**config.mk**
```make
export PLATFORM = sky130hd
export DESIGN_NAME = dna_reader_flat
export DESIGN_NICKNAME = d
export VERILOG_FILES = /design/src/rtl/dna_reader_if.sv /design/src/rtl/dna_reader.sv /design/src/flat_wrapper.sv
export SDC_FILE = /design/constraint.sdc
export NUM_CORES = 1
export LEC_CHECK = 0
export ABC_AREA = 0
export CAP_MARGIN = 20
export CORE_MARGIN = 4
export CORE_UTILIZATION = 49
export CTS_CLUSTER_DIAMETER = 30
export CTS_CLUSTER_SIZE = 14
export DETAILED_ROUTE_END_ITERATION = 6
export PLACE_DENSITY = 0.79
export SYNTH_ARGS = -nofsm -noshare
export SYNTH_HDL_FRONTEND = slang
export SYNTH_SLANG_ARGS = --single-unit
```
**constraint.sdc**
```tcl
create_clock -name clk -period 2.3 [get_ports clk]
set_input_delay 0.23 -clock clk [delete_from_list [all_inputs] [get_ports clk]]
set_output_delay 0.23 -clock clk [all_outputs]
set_load 0.1 [all_outputs]
```
**src/rtl/dna_reader_if.sv**
```systemverilog
// Bus bundle between the DNA block reader, the RAM controller and the downstream consumer.
// The master side is the reader; the slave side is the RAM controller plus the consumer.
interface dna_reader_if;
  logic        ram_instruction;
  logic        ram_latch;
  logic [23:1] ram_addr;
  logic [15:0] ram_data_out;
  logic        ram_ready;
  logic [15:0] dout;
  logic        dout_valid;
  logic        dout_ready;

  modport master (
    output ram_instruction, ram_latch, ram_addr, dout, dout_valid,
    input  ram_data_out, ram_ready, dout_ready
  );

  modport slave (
    input  ram_instruction, ram_latch, ram_addr, dout, dout_valid,
    output ram_data_out, ram_ready, dout_ready
  );
endinterface

```
**src/rtl/dna_reader.sv**
```systemverilog
// Reads a block of 16-bit words from the RAM controller one transaction at a time and streams them out.
// Optional DNA_READER_CHECKSUM_EN adds a modulo-2^16 sum of all words transferred on dout.
module dna_reader #(
  parameter bit READ       = 1'b0,
  parameter bit WRITE      = 1'b1,
  parameter int WAIT_LIMIT = 64
) (
  input  logic        clk,
  input  logic        rst,
  input  logic        start,
  input  logic [23:1] base_addr,
  input  logic [15:0] word_count,
  output logic        busy,
  output logic        done,
  output logic        error,
`ifdef DNA_READER_CHECKSUM_EN
  output logic [15:0] checksum,
`endif
  dna_reader_if.master bus
);

  localparam int WCW = (WAIT_LIMIT > 1) ? $clog2(WAIT_LIMIT) : 1;
  localparam logic [WCW-1:0] WAIT_LAST = WCW'(WAIT_LIMIT - 1);

  if (READ == WRITE) begin : g_opcode_check
    $error("dna_reader: READ and WRITE opcodes must differ");
  end

  typedef enum logic [2:0] {
    IDLE,
    ISSUE,
    WAIT_LOW,
    WAIT_HIGH,
    OUTPUT,
    FINISH
  } state_t;

  state_t state, state_next;

  logic [23:1]    addr;
  logic [15:0]    remaining;
  logic [WCW-1:0] wait_cnt;
  logic [23:1]    ram_addr_q;
  logic           ram_latch_q;
  logic [15:0]    dout_q;
  logic           dout_valid_q;

  logic accept;
  logic fire;
  logic capture;
  logic xfer;
  logic timeout;
  logic wait_tick;

  assign bus.ram_instruction = READ;
  assign bus.ram_latch       = ram_latch_q;
  assign bus.ram_addr        = ram_addr_q;
  assign bus.dout            = dout_q;
  assign bus.dout_valid      = dout_valid_q;

  // The wait counter spans WAIT_LOW and WAIT_HIGH together; a response on the last
  // allowed cycle still wins over the timeout.
  always_comb begin
    state_next = state;
    accept     = 1'b0;
    fire       = 1'b0;
    capture    = 1'b0;
    xfer       = 1'b0;
    timeout    = 1'b0;
    wait_tick  = 1'b0;
    unique case (state)
      IDLE: begin
        if (start) begin
          accept     = 1'b1;
          state_next = (word_count == 16'd0) ? FINISH : ISSUE;
        end
      end
      ISSUE: begin
        if (bus.ram_ready) begin
          fire       = 1'b1;
          state_next = WAIT_LOW;
        end
      end
      WAIT_LOW: begin
        if (wait_cnt == WAIT_LAST) begin
          timeout    = 1'b1;
          state_next = FINISH;
        end else begin
          wait_tick = 1'b1;
          if (!bus.ram_ready) begin
            state_next = WAIT_HIGH;
          end
        end
      end
      WAIT_HIGH: begin
        if (bus.ram_ready) begin
          capture    = 1'b1;
          state_next = OUTPUT;
        end else if (wait_cnt == WAIT_LAST) begin
          timeout    = 1'b1;
          state_next = FINISH;
        end else begin
          wait_tick = 1'b1;
        end
      end
      OUTPUT: begin
        if (dout_valid_q && bus.dout_ready) begin
          xfer       = 1'b1;
          state_next = (remaining == 16'd1) ? FINISH : ISSUE;
        end
      end
      FINISH: begin
        state_next = IDLE;
      end
      default: begin
        state_next = IDLE;
      end
    endcase
  end

  always_ff @(posedge clk) begin
    if (rst) begin
      state        <= IDLE;
      busy         <= 1'b0;
      done         <= 1'b0;
      error        <= 1'b0;
      ram_latch_q  <= 1'b0;
      ram_addr_q   <= '0;
      dout_q       <= '0;
      dout_valid_q <= 1'b0;
      addr         <= '0;
      remaining    <= '0;
      wait_cnt     <= '0;
`ifdef DNA_READER_CHECKSUM_EN
      checksum     <= '0;
`endif
    end else begin
      state       <= state_next;
      done        <= (state == FINISH);
      ram_latch_q <= fire;

      if (accept) begin
        addr      <= base_addr;
        remaining <= word_count;
        error     <= 1'b0;
        busy      <= 1'b1;
`ifdef DNA_READER_CHECKSUM_EN
        checksum  <= '0;
`endif
      end

      if (state == FINISH) begin
        busy <= 1'b0;
      end

      if (fire) begin
        ram_addr_q <= addr;
        wait_cnt   <= '0;
      end else if (wait_tick) begin
        wait_cnt <= wait_cnt + 1'b1;
      end

      if (timeout) begin
        error <= 1'b1;
      end

      if (capture) begin
        dout_q       <= bus.ram_data_out;
        dout_valid_q <= 1'b1;
      end

      // Address wraps naturally at 2^23; the count only reaches zero on the final transfer.
      if (xfer) begin
        dout_valid_q <= 1'b0;
        addr         <= addr + 23'd1;
        remaining    <= remaining - 16'd1;
`ifdef DNA_READER_CHECKSUM_EN
        checksum     <= checksum + dout_q;
`endif
      end
    end
  end

endmodule

```
**src/flat_wrapper.sv**
```systemverilog
// flat-port wrapper written by rule: the top's interface ports become plain ports
module dna_reader_flat 
#(
  parameter bit READ       = 1'b0,
  parameter bit WRITE      = 1'b1,
  parameter int WAIT_LIMIT = 64
)
  (clk, rst, start, base_addr, word_count, busy, done, error, bus_ram_instruction, bus_ram_latch, bus_ram_addr, bus_dout, bus_dout_valid, bus_ram_data_out, bus_ram_ready, bus_dout_ready);
  dna_reader_if bus_i ();
  input  logic clk;
  input  logic rst;
  input  logic start;
  input  logic [23:1] base_addr;
  input  logic [15:0] word_count;
  output logic busy;
  output logic done;
  output logic error;
  output wire logic [$bits(bus_i.ram_instruction)-1:0] bus_ram_instruction;
  output wire logic [$bits(bus_i.ram_latch)-1:0] bus_ram_latch;
  output wire logic [$bits(bus_i.ram_addr)-1:0] bus_ram_addr;
  output wire logic [$bits(bus_i.dout)-1:0] bus_dout;
  output wire logic [$bits(bus_i.dout_valid)-1:0] bus_dout_valid;
  input wire logic [$bits(bus_i.ram_data_out)-1:0] bus_ram_data_out;
  input wire logic [$bits(bus_i.ram_ready)-1:0] bus_ram_ready;
  input wire logic [$bits(bus_i.dout_ready)-1:0] bus_dout_ready;
  assign bus_ram_instruction = bus_i.ram_instruction;
  assign bus_ram_latch = bus_i.ram_latch;
  assign bus_ram_addr = bus_i.ram_addr;
  assign bus_dout = bus_i.dout;
  assign bus_dout_valid = bus_i.dout_valid;
  assign bus_i.ram_data_out = bus_ram_data_out;
  assign bus_i.ram_ready = bus_ram_ready;
  assign bus_i.dout_ready = bus_dout_ready;
  dna_reader #(.READ(READ), .WRITE(WRITE), .WAIT_LIMIT(WAIT_LIMIT)) u_core (.clk(clk), .rst(rst), .start(start), .base_addr(base_addr), .word_count(word_count), .busy(busy), .done(done), .error(error), .bus(bus_i));
endmodule
```
# Yosys cells after proc, flatten, opt, wreduce, memory -nomap -nowiden
# Cells that the tools add are included.
[word_totals] out_inout_bits=45 ff_bits=92 inputBits=60 wordCells=64
[op_classes] n_eq_ne=12 mux=29 n_addsub=3 n_reduce_logical=9
[op_table] operator="$mux 23" count=2
[op_table] operator="$mux 16" count=2
[op_table] operator="$mux 3" count=9
[op_table] operator="$add 23x1->23 const B" count=1
[op_table] operator="$eq 16x1->1 const B" count=1
[op_table] operator="$logic_not 16->1" count=1
[op_table] operator="$sub 16x1->16 const B" count=1
[op_table] operator="$pmux 3 s5" count=1
[op_table] operator="$mux 1" count=13
[op_table] operator="$add 6x1->6 const B" count=1
[op_table] operator="$eq 3x2->1 const B" count=2
[op_table] operator="$eq 3x3->1 const B" count=2
[op_table] operator="$eq 6x6->1 const B" count=1
[op_table] operator="$ne 3x2->1 const B" count=2
[op_table] operator="$reduce_or 2->1" count=3
[op_table] operator="$reduce_and 5->1" count=1
[op_table] operator="$ne 2x2->1 const B" count=2
[op_table] operator="$pmux 1 s2" count=2
[op_table] operator="$reduce_bool 2->1" count=2
[op_table] operator="$eq 3x1->1 const B" count=1
[op_table] operator="$logic_not 3->1" count=1
[op_table] operator="$ne 2x1->1 const B" count=1
[op_table] operator="$logic_and 1x1->1" count=1

# Depth between registers and ports, before layout
[depth] ltp_word=5 depth_mapped=7 ltp_nobuf=7

# Least setup slack after synthesis
# Ideal clock, no wire load.
[synth_timing] kind="reg-to-reg" start="register u_core.dout_valid_q, in the netlist u_core.bus.dout_valid" end="register u_core.remaining[7]" path_slack_ns=-0.139 stages_incl_launch_ff=6 arrival_ns=2.307 setup_ns=0.132 period_less_slack_ns=2.439 n_path_buf=0 required_ns=2.168 path_cell_list="dfxtp_1 > nand2_1 > or3_4 > or3_1 > a31oi_1 > a21oi_1"
[synth_between] elab_chain_len=4 elab_cells_between_ends=5 cone_classes="mux (3); reduce/logical (2)"
[synth_lines] item="start: declaration" line_no="dna_reader.sv:46" source="logic dout_valid_q;"
[synth_lines] item="start signal: assignment" line_no="dna_reader.sv:130" source="dout_valid_q <= 1'b0;"
[synth_lines] item="start signal: assignment" line_no="dna_reader.sv:169" source="dout_valid_q <= 1'b1;"
[synth_lines] item="start signal: assignment" line_no="dna_reader.sv:174" source="dout_valid_q <= 1'b0;"
[synth_lines] item="$logic_and 1x1->1 *" line_no="dna_reader.sv:107" source="if (dout_valid_q && bus.dout_ready) begin"
[synth_lines] item="$mux 1 *" line_no="dna_reader.sv:107"
[synth_lines] item="$mux 1 *" line_no="dna_reader.sv:71" source="unique case (state)"
[synth_lines] item="$mux 16 or $reduce_bool 2->1 (tied branches)"
[synth_lines] item="end signal: assignment" line_no="dna_reader.sv:144" source="remaining <= word_count;"
[synth_lines] item="end signal: assignment" line_no="dna_reader.sv:176" source="remaining <= remaining - 16'd1;"
[synth_lines] item="end: declaration" line_no="dna_reader.sv:41" source="logic [15:0] remaining;"
# Mark *: on every way between the ends. The rest lies on a longest branch, timed or not.
# A chain may end at the register's enable or synchronous reset.

# Final worst setup path
[layout_timing] start="register u_core.addr[2] (netlist name)" end="register u_core.addr[23] (netlist name)"
[layout_between] elab_chain_len=2
[layout_lines] item="start: declaration" line_no="dna_reader.sv:40" source="logic [23:1] addr;"
[layout_lines] item="start signal: assignment" line_no="dna_reader.sv:143" source="addr <= base_addr;"
[layout_lines] item="start signal: assignment" line_no="dna_reader.sv:175" source="addr <= addr + 23'd1;"
[layout_lines] item="$add 23x1->23" line_no="dna_reader.sv:175"
[layout_lines] item="$mux 23" line_no="dna_reader.sv:173" source="if (xfer) begin"
# No other way between the ends.

==> flow_summary.toml <==
[drt]
totalWireLength_um = 11800
num_vias = 4381
drt_pass1_iterations = 5
routed_via_density = 5.83
drt_iter0_drc = 247
ant_nets = 0
wire_per_inst_um = 15.7
drc_errors = 0

[global_routing]
grt_pass1_vias = 4095
grt_usage_pct = 23.1
antenna_found_initial = 0
grt_overflow_total = 0
grt_pass1_wl_um = 19300
grt_max_degree = 55

[setup_path]
cp_top_family = "simple AND/OR/NAND/NOR gates"
timing.critical_path.buf_inv = 0
worst_ep_required_time_ps = 2590
reg2reg_slack_ps = 220
critPathMaxFanout = 5
critPathMaxStageDelay_ps = 410
critPathArrivalTime_ps = 2370
worstSetupEndpointType = "flop"
ff2ff_path_depth = 6
endpoint = "u_core.addr[23]"
worstPathCellList = "ha_1 -> and4_1 -> nand4_1 -> or3_1 -> or4_1 -> o211ai_1"
r2r-start = "u_core.addr[2]"
crit_slowest_cell = "dfxtp_1"
crit_cells = 6
path_class = "reg2reg"
startpoint = "u_core.addr[2]"
startpoint_type = "flop"
timing.rr.end = "u_core.addr[23]"

[clocking]
cts_made_buffers = 9
cts_root_buffer = "clkbuf_8"
cts_hold_buf = 0
cts_tree = "done"
clk_pin_slew_worst_paths_ps = 90
cts_max_path_buffers = 2
ctsHtreeMaxLevel = 3
worstSkewPairLatency_ps = 370
cts_resized = 0
cts_sinks = 92
postCtsSetupRepairBufs = 0

[finish]
final_common_cell = "nand2_1"
drive_gt1_share_pct = 14.4
nNetsFinal = 706
final_area_sq_mm = 0.00553
area_growth_syn_to_layout_pct = 30.1
layout_common_cells = "nand2_1, dfxtp_1, buf_4"
multi_input_area_sq_mm = 0.00225
num_antenna_cells = 0
final_util_pct = 66.3
regArea_sq_mm = 0.00184
fill_cells = 700

[place]
hpwlAfterDp_um = 8460
gp_congestion = 0.893
dpl_cell_area_sq_mm = 0.00533
io_buffers = 103

[synth]
syn-num-nets = 606
syn_avg_cell_area_sq_um = 7.84
seq_area_frac_synth_pct = 43.3
synth_edf_count = 0
synth_cell_types = 61
ys_async_sr_fraction_pct = 0
yosys_register_bits = 92
synth_area_sq_mm = 0.00425
synthFlopType = "dfxtp_1"
yosysWarningCount = 0
synth_cells = 542

[status]
status = "complete, no violations"

[floorplanning]
start_util_pct = 51.0
pin_count = 105
die_w_um = 101
dieArea_sq_mm = 0.0102
die_h_um = 101
rows = 33
coreArea_sq_mm = 0.00834

[power_and_ir_drop]
total_power_w = 0.00351
irDropWorstVdd_uv = 304
leakage_nw = 1.98
power_density_mw_per_mm2 = 634

[timing]
min_period_ps = 2080
fmax_mhz = 480
tightest_slew_ps = 970
setup_viol = 0
rsz0062_at_grt = "false"
setup_tns_ps = 0
finalCritPeriodShare_pct = 90.6
max_slew_margin_pct = 35.3
hold_viol_final = 0
fin_hold_ws_ps = 406
fin_worst_skew_ps = 15.7
report.final.slew_viol_count = 0

[flow_run]
maxCapViolCount = 0

[min_path]
min_path_type = "in2reg"
==> state kept, by name, indices dropped and copies added, names as in the netlist <==
signal,cells
u_core.bus.dout,16
u_core.bus.dout_valid,1
u_core.remaining,16
u_core.bus.ram_addr,23
u_core.addr,23
u_core.state,3
u_core.bus.ram_latch,1
u_core.done,1
u_core.wait_cnt,6
u_core.error,1
u_core.busy,1
==> through the flow <==
| step | cells | setup WS, ps |
|---|---|---|
| 2_1_floorplan | 542 | 260 |
| 3_3_place_gp | 736 | 211 |
| 3_5_place_dp | 736 | 181 |
| 4_1_cts | 752 | 222 |
| 5_1_grt | 752 | 63.7 |
| 6_report | 752 | 217 |
==> power by group <==
group / total, W / switching, W / leakage (nW) / internal, W
clock: 0.00115 / 0.000604 / 0.107 / 0.000542
sequential: 0.00173 / 0.0000691 / 0.749 / 0.00166
combinational: 0.000627 / 0.000381 / 1.12 / 0.000246
total: 0.00351 / 0.00105 / 1.98 / 0.00245
==> tightest hold or removal path: stages <==
cell and delay [ps]:
clkdlybuf4s50_1 400, nand2_1 60, a21oi_1 50
==> cells by family after synthesis <==
logic type / count (synthesis) / share of synthesized area [%]
buf+inv: 43 / 4.15
fa+ha+maj: 4 / 1.18
flops: 92 / 43.3
mux: 7 / 1.71
compound gates: 139 / 20.4
xor+xnor: 4 / 0.824
other cells: 1 / 0.0882
simple gates: 252 / 28.3
==> per-layer routing <==
| metal | wire length, um | vias up | GRT usage, % | share of wire [%] |
|---|---|---|---|---|
| met5 | 0 | - | 0 | 0 |
| met3 | 886 | 20 | 4.82 | 7.5 |
| li1 | - | 2153 | - | - |
| met2 | 5660 | 175 | 37.8 | 48 |
| met1 | 5010 | 2033 | 30.3 | 43 |
| met4 | 218 | 0 | 7.87 | 1.9 |
==> cell usage after synthesis, types with 2 or more instances <==
cell type  count  area (sq um)
a211oi_1       2          15.0
a21oi_1       63           315
a221oi_1       4          35.0
a222oi_1       2          20.0
a22oi_1        6          45.0
a2bb2oi_1      2          17.5
a311oi_1       2          17.5
a31oi_1       21           131
a32oi_1        2          17.5
and2_1         2          12.5
and3_1         4          25.0
and4_1         3          26.3
buf_2          8          40.0
clkbuf_1      25          93.8
dfxtp_1       92          1840
ha_1           4          50.1
inv_1          8          30.0
mux2_2         2          22.5
mux2i_1        5          50.1
nand2_1      121           454
nand2b_1       4          25.0
nand3_1       17          85.1
nand4_1        6          37.5
nand4b_1       2          17.5
nor2_1        36           135
nor3_1        14          70.1
nor3_2         2          20.0
nor3b_1        2          15.0
nor4_1         8          50.1
o211ai_1       6          45.0
o21ai_0       12          60.1
o311ai_0       6          52.6
or3_1         13          81.3
or4_1          7          52.6
xor2_1         3          26.3
==> how the worst min path moves through the flow <==
stage / depth (start not counted) / startpoint / end
2_1_floorplan: 2 / word_count[12] / u_core.remaining[12]
4_1_cts: 3 / bus_ram_data_out[5] / u_core.bus.dout[5]
6_report: 3 / bus_ram_data_out[5] / u_core.bus.dout[5]
3_5_place_dp: 2 / u_core.bus.ram_addr[21] / u_core.bus.ram_addr[21]
3_3_place_gp: 2 / u_core.bus.dout[10] / u_core.bus.dout[10]
5_1_grt: 3 / bus_ram_data_out[7] / u_core.bus.dout[7]
==> cell type report <==
cell class | count | area share [%]
inverters | 8 | 0.543
repair buffers | 124 | 19.4
multi-input cells | 407 | 40.6
clock buffers | 10 | 2.49
flip-flops and latches | 92 | 33.3
well taps | 105 | 2.37
clock inverters | 6 | 1.27
Power figures use the tool's default switching activity.
